[config.mk]
export PLATFORM = sky130hd
export DESIGN_NAME = des_sbox_engine
export DESIGN_NICKNAME = d
export VERILOG_FILES = /design/src/rtl/des_sbox_engine.sv
export SDC_FILE = /design/constraint.sdc
export NUM_CORES = 1
export LEC_CHECK = 0
export BUFFER_PORTS_ARGS = -buffer_cell sky130_fd_sc_hd__buf_2
export CORE_AREA = 2 2 120 122
export DETAILED_ROUTE_END_ITERATION = 16
export DIE_AREA = 0 0 122 124
export PLACE_DENSITY = 0.89
export SLEW_MARGIN = 20
export SYNTH_ARGS = -nofsm -noshare
export SYNTH_HDL_FRONTEND = slang
export SYNTH_SLANG_ARGS = --single-unit
[constraint.sdc]
create_clock -name i_clk -period 7.03 [get_ports i_clk]
set_clock_uncertainty 0.1 [all_clocks]
set_input_delay 2.109 -clock i_clk [delete_from_list [all_inputs] [get_ports i_clk]]
set_output_delay 2.109 -clock i_clk [all_outputs]
set_load 0.05 [all_outputs]
[src/rtl/des_sbox_engine.sv]
// DES S-box substitution engine: LANES S-boxes per cycle over 8/LANES cycles,
// with optional DES P permutation on the assembled 32-bit word.
module des_sbox_engine #(
  parameter int unsigned LANES   = 2,
  parameter bit          PERM_EN = 1'b1
) (
  input  logic        i_clk,
  input  logic        i_rst_n,
  input  logic        i_in_valid,
  output logic        o_in_ready,
  input  logic [47:0] i_din,
  input  logic        i_perm,
  output logic        o_out_valid,
  input  logic        i_out_ready,
  output logic [31:0] o_dout,
  output logic        o_busy
);

  localparam int unsigned N  = 8 / LANES;
  localparam int unsigned CW = (N > 1) ? $clog2(N) : 1;
  localparam int unsigned SW = LANES * 6;

  // One 256-bit word per S-box: row 0 first, 16 nibbles per row, column 0 leftmost.
  localparam logic [255:0] SBOX [8] = '{
    256'hE4D12FB83A6C5907_0F74E2D1A6CB9538_41E8D62BFC973A50_FC8249175B3EA06D,
    256'hF18E6B34972DC05A_3D47F28EC01A69B5_0E7BA4D158C6932F_D8A13F42B67C05E9,
    256'hA09E63F51DC7B428_D709346A285ECBF1_D6498F30B12C5AE7_1AD069874FE3B52C,
    256'h7DE3069A1285BC4F_D8B56F03472C1AE9_A690CB7DF13E5284_3F06A1D8945BC72E,
    256'h2C417AB6853FD0E9_EB2C47D150FA3986_421BAD78F9C5630E_B8C71E2D6F09A453,
    256'hC1AF92680D34E75B_AF427C9561DE0B38_9EF528C3704A1DB6_432C95FABE17608D,
    256'h4B2EF08D3C975A61_D0B7491AE35C2F86_14BDC37EAF680592_6BD814A7950FE23C,
    256'hD2846FB1A93E50C7_1FD8A374C56B0E92_7B419CE206ADF358_21E74A8DFC90356B
  };

  localparam int unsigned PTAB [32] = '{
    16, 7, 20, 21, 29, 12, 28, 17, 1, 15, 23, 26, 5, 18, 31, 10,
    2, 8, 24, 14, 32, 27, 3, 9, 19, 13, 30, 6, 22, 11, 4, 25
  };

  typedef enum logic [1:0] {StIdle, StSub, StHold} state_e;

  function automatic logic [3:0] sbox_lookup(input logic [2:0] box, input logic [5:0] b);
    logic [5:0] entry;
    entry = {b[5], b[0], b[4:1]};
    return SBOX[box][255 - 4 * int'(entry) -: 4];
  endfunction

  function automatic logic [31:0] p_perm(input logic [31:0] x);
    logic [31:0] y;
    y = '0;
    for (int k = 0; k < 32; k++) begin
      y[31 - k] = x[32 - PTAB[k]];
    end
    return y;
  endfunction

  state_e        state_q;
  logic [CW-1:0] cnt_q;
  logic [47:0]   sreg_q;
  logic          perm_q;
  logic [31:0]   dout_q;
  logic          out_valid_q;
  logic          busy_q;

  logic [31:0]   sub_word;
  logic [31:0]   result;
  logic [2:0]    box;
  logic          last;

  // Merge this cycle's LANES nibbles into the held word, MSB side first.
  always_comb begin
    sub_word = dout_q;
    box      = '0;
    for (int j = 0; j < int'(LANES); j++) begin
      box = 3'(int'(cnt_q) * int'(LANES) + j);
      sub_word[31 - 4 * int'(box) -: 4] = sbox_lookup(box, sreg_q[47 - 6 * j -: 6]);
    end
  end

  assign last   = (cnt_q == CW'(N - 1));
  assign result = (PERM_EN && last && perm_q) ? p_perm(sub_word) : sub_word;

  assign o_in_ready  = (state_q == StIdle) || ((state_q == StHold) && i_out_ready);
  assign o_out_valid = out_valid_q;
  assign o_dout      = dout_q;
  assign o_busy      = busy_q;

  always_ff @(posedge i_clk or negedge i_rst_n) begin
    if (!i_rst_n) begin
      state_q     <= StIdle;
      cnt_q       <= '0;
      sreg_q      <= '0;
      perm_q      <= 1'b0;
      dout_q      <= '0;
      out_valid_q <= 1'b0;
      busy_q      <= 1'b0;
    end else begin
      case (state_q)
        StIdle: begin
          if (i_in_valid) begin
            sreg_q  <= i_din;
            perm_q  <= i_perm & PERM_EN;
            cnt_q   <= '0;
            busy_q  <= 1'b1;
            state_q <= StSub;
          end
        end
        StSub: begin
          dout_q <= result;
          sreg_q <= sreg_q << SW;
          cnt_q  <= cnt_q + 1'b1;
          if (last) begin
            out_valid_q <= 1'b1;
            state_q     <= StHold;
          end
        end
        StHold: begin
          if (i_out_ready) begin
            out_valid_q <= 1'b0;
            // Retire and accept on the same edge keeps back-to-back words bubble-free.
            if (i_in_valid) begin
              sreg_q  <= i_din;
              perm_q  <= i_perm & PERM_EN;
              cnt_q   <= '0;
              state_q <= StSub;
            end else begin
              busy_q  <= 1'b0;
              state_q <= StIdle;
            end
          end
        end
        default: begin
          state_q     <= StIdle;
          out_valid_q <= 1'b0;
          busy_q      <= 1'b0;
        end
      endcase
    end
  end

endmodule

==> results.sh <==
export IMPL_required_ps=4820
export IMPL_slew_headroom_pct=24.2
export IMPL_syn_area_mm2=0.00810
export IMPL_cts_tree="built"
export IMPL_row_count=43
export IMPL_max_freq_mhz=201
export IMPL_crit_family="buffers and inverters"
export IMPL_clockBufferDepth=2
export IMPL_cts_resized=0
export IMPL_clk_pin_slew_ps=50
export IMPL_synth_avg_cell_area_um2=7.65
export IMPL_status="finished, final reports clean"
export IMPL_ant_nets=0
export IMPL_drive_gt1_share_pct=15.7
export IMPL_synth_edf_count=0
export IMPL_place_hpwl_um=17000
export IMPL_arrival_ps=2760
export IMPL_critPathLaunchType="input pin"
export IMPL_critPathSlowestCell="buf_2"
export IMPL_cp_depth=4
export IMPL_finalHoldViolCount=0
export IMPL_synth_cells=1059
export IMPL_grt_pass1_vias=8237
export IMPL_io_buffer_count=87
export IMPL_die_x_um=122
export IMPL_rsz0062_at_grt="no"
export IMPL_routed_wl_um=26800
export IMPL_drc=0
export IMPL_synth_seq_cells=87
export IMPL_hold_depth=2
export IMPL_grt_max_degree=76
export IMPL_globalplace_congestion=1.01
export IMPL_cp_max_fo=4
export IMPL_viasPerCell=7.23
export IMPL_filler_cell_count=1180
export IMPL_synth_ff_type="dfrtp_1"
export IMPL_core_mm2=0.0137
export IMPL_postSynth_asyncResetShare_pct=100
export IMPL_clock_sinks=87
export IMPL_die_y_um=124
export IMPL_r2r_cells=10
export IMPL_syn_to_final_growth_pct=5.91
export IMPL_layout_nets=1122
export IMPL_period_minus_slack_ps=4970
export IMPL_floorplan_initialDensity_pct=59.1
export IMPL_cts_hold_fix_buffers=0
export IMPL_ys_types=88
export IMPL_finalMaxSlewViolations=0
export IMPL_crit_path_end_kind="output port"
export IMPL_cts_htree_levels=3
export IMPL_crit_buf_inv=2
export IMPL_crit_top_cell="buf_2"
export IMPL_path_cells="buf_2 > nand2b_1 > nor2b_1 > buf_2"
export IMPL_syn_nets=1126
export IMPL_finish_utilization_pct=62.6
export IMPL_min_path_type="flip-flop to flip-flop"
export IMPL_die_area_mm2=0.0151
export IMPL_cts_setup_buffers=0
export IMPL_cts_root_buffer="clkbuf_16"
export IMPL_critPathKind="input pin to output port"
export IMPL_max_cap_violations=0
export IMPL_grt_overflow=0
export IMPL_max_stage_delay_ps=270
export IMPL_ys_seq_area_share_pct=26.9
export IMPL_finalSetupTns_ps=0
export IMPL_r2r_slack_ps=2910
export IMPL_clk_latency_ps=340
export IMPL_max_slew_worst_pin_slew_ps=1130
export IMPL_setup_viol=0
export IMPL_antenna_found_initial=0
export IMPL_dr_total_vias=8955
export IMPL_ios=88
export IMPL_antenna_cells=0
export IMPL_drtPass1Iterations=6
export IMPL_cts_made_buffers=9
export IMPL_grt_pass1_wl_um=42900
export IMPL_yosysWarnings=0
export IMPL_drt_initial_drc_count=1588
export IMPL_grt_use_total_pct=35.7
export IMPL_routedWlPerCell_um=21.7
export IMPL_finalCritPeriodShare_pct=70.7
## per-layer routing
metal  routed length, um  vias up  global-route usage [%]  part of all wire [%]
li1                    -     3933                       -                     -
met1               10300     4162                    48.4                    38
met2               11700      716                    52.2                    44
met3                3570      144                    9.57                    13
met4                1270        0                    19.0                   4.7
met5                   0        -                       0                     0
## cell type report
class	count	area, um^2	share of cell area, %
repair buffers	104	566	6.59
inverters	21	81.3	0.948
multi-input cells	832	5270	61.4
well taps	180	225	2.62
clock inverters	2	10.0	0.117
clock buffers	12	246	2.87
flip-flops and latches	87	2180	25.4
## cells in the final DEF (no fill, tap or decap), drive strengths merged, types with 17 or more instances in the layout
cell type and n:
a211oi 24, a21oi 79, a22oi 17, a31oi 41
buf 104, dfrtp 87, inv 20, nand2 162
nand2b 31, nand3 22, nor2 84, nor2b 27
o211ai 22, o21ai 65
## cell families (layout without fill, tap and decap cells)
kind of cell,count (synthesis),count (layout),share of synthesized area (%)
simple gates,400,400,23.5
compound gates,389,389,33.9
buf+inv,140,139,8.21
flops,87,87,26.9
mux,25,25,4.85
fa+ha+maj,14,14,2.16
xor+xnor,4,4,0.525
## worst paths after layout
path | to | startpoint
max in group asynchronous | sreg_q[43]$_DFFE_PN0P_ | i_rst_n
hold reg to reg | o_dout[0]$_DFFE_PN0P_ | o_dout[0]$_DFFE_PN0P_
setup / recovery | o_in_ready | i_out_ready
hold / removal | o_dout[0]$_DFFE_PN0P_ | o_dout[0]$_DFFE_PN0P_
min in group asynchronous | o_dout[22]$_DFFE_PN0P_ | i_rst_n
setup reg to reg | o_dout[29]$_DFFE_PN0P_ | cnt_q[1]$_DFFE_PN0P_
## flip-flops by register name (all words and copies together), names as in the netlist
register and flops:
state_q 2, o_busy 1, o_out_valid 1, cnt_q 2
o_dout 32, sreg_q 48, perm_q 1
## Yosys cell counts, types with 16 or more instances
library cell  number  share of area [%]
nand2_1          161                7.5
a21oi_1           78                4.8
a31oi_1           41                3.2
nand2b_1          31                2.4
a22oi_1           17                1.6
a211oi_1          20                1.9
o211ai_1          22                2.0
clkbuf_1          56                2.6
inv_1             16               0.74
dfrtp_1           87                 27
o21ai_0           54                3.3
nor2_1            84                3.9
nor2b_1           27                2.1
buf_2             35                2.2
nand3_1           22                1.4
## worst register-to-register path: stages, from the launching register on
cell and delay (ps):
dfrtp_1 350, buf_4 410, ha_1 960, inv_1 540, a221oi_1 410, a311o_1 160, a32oi_1 60, o21ai_1 170
a211o_1 440, a211oi_1 150, o31ai_1 290
## per-stage QoR
| stage | cells | cell area [um^2] | setup WS, ps | hold slack, ps |
|---|---|---|---|---|
| CTS | 1238 | 8580 | 2060 | 372 |
| finish | 1238 | 8580 | 2060 | 372 |
| global route | 1238 | 8580 | 2000 | 409 |
| global placement | 1224 | 8330 | 2100 | 354 |
| detailed placement | 1224 | 8330 | 2070 | 355 |
| floorplan | 1059 | 8100 | 1870 | 350 |
Power is not shown: default switching activity piles up to over one toggle a cycle in this logic, so the estimate is an artifact.
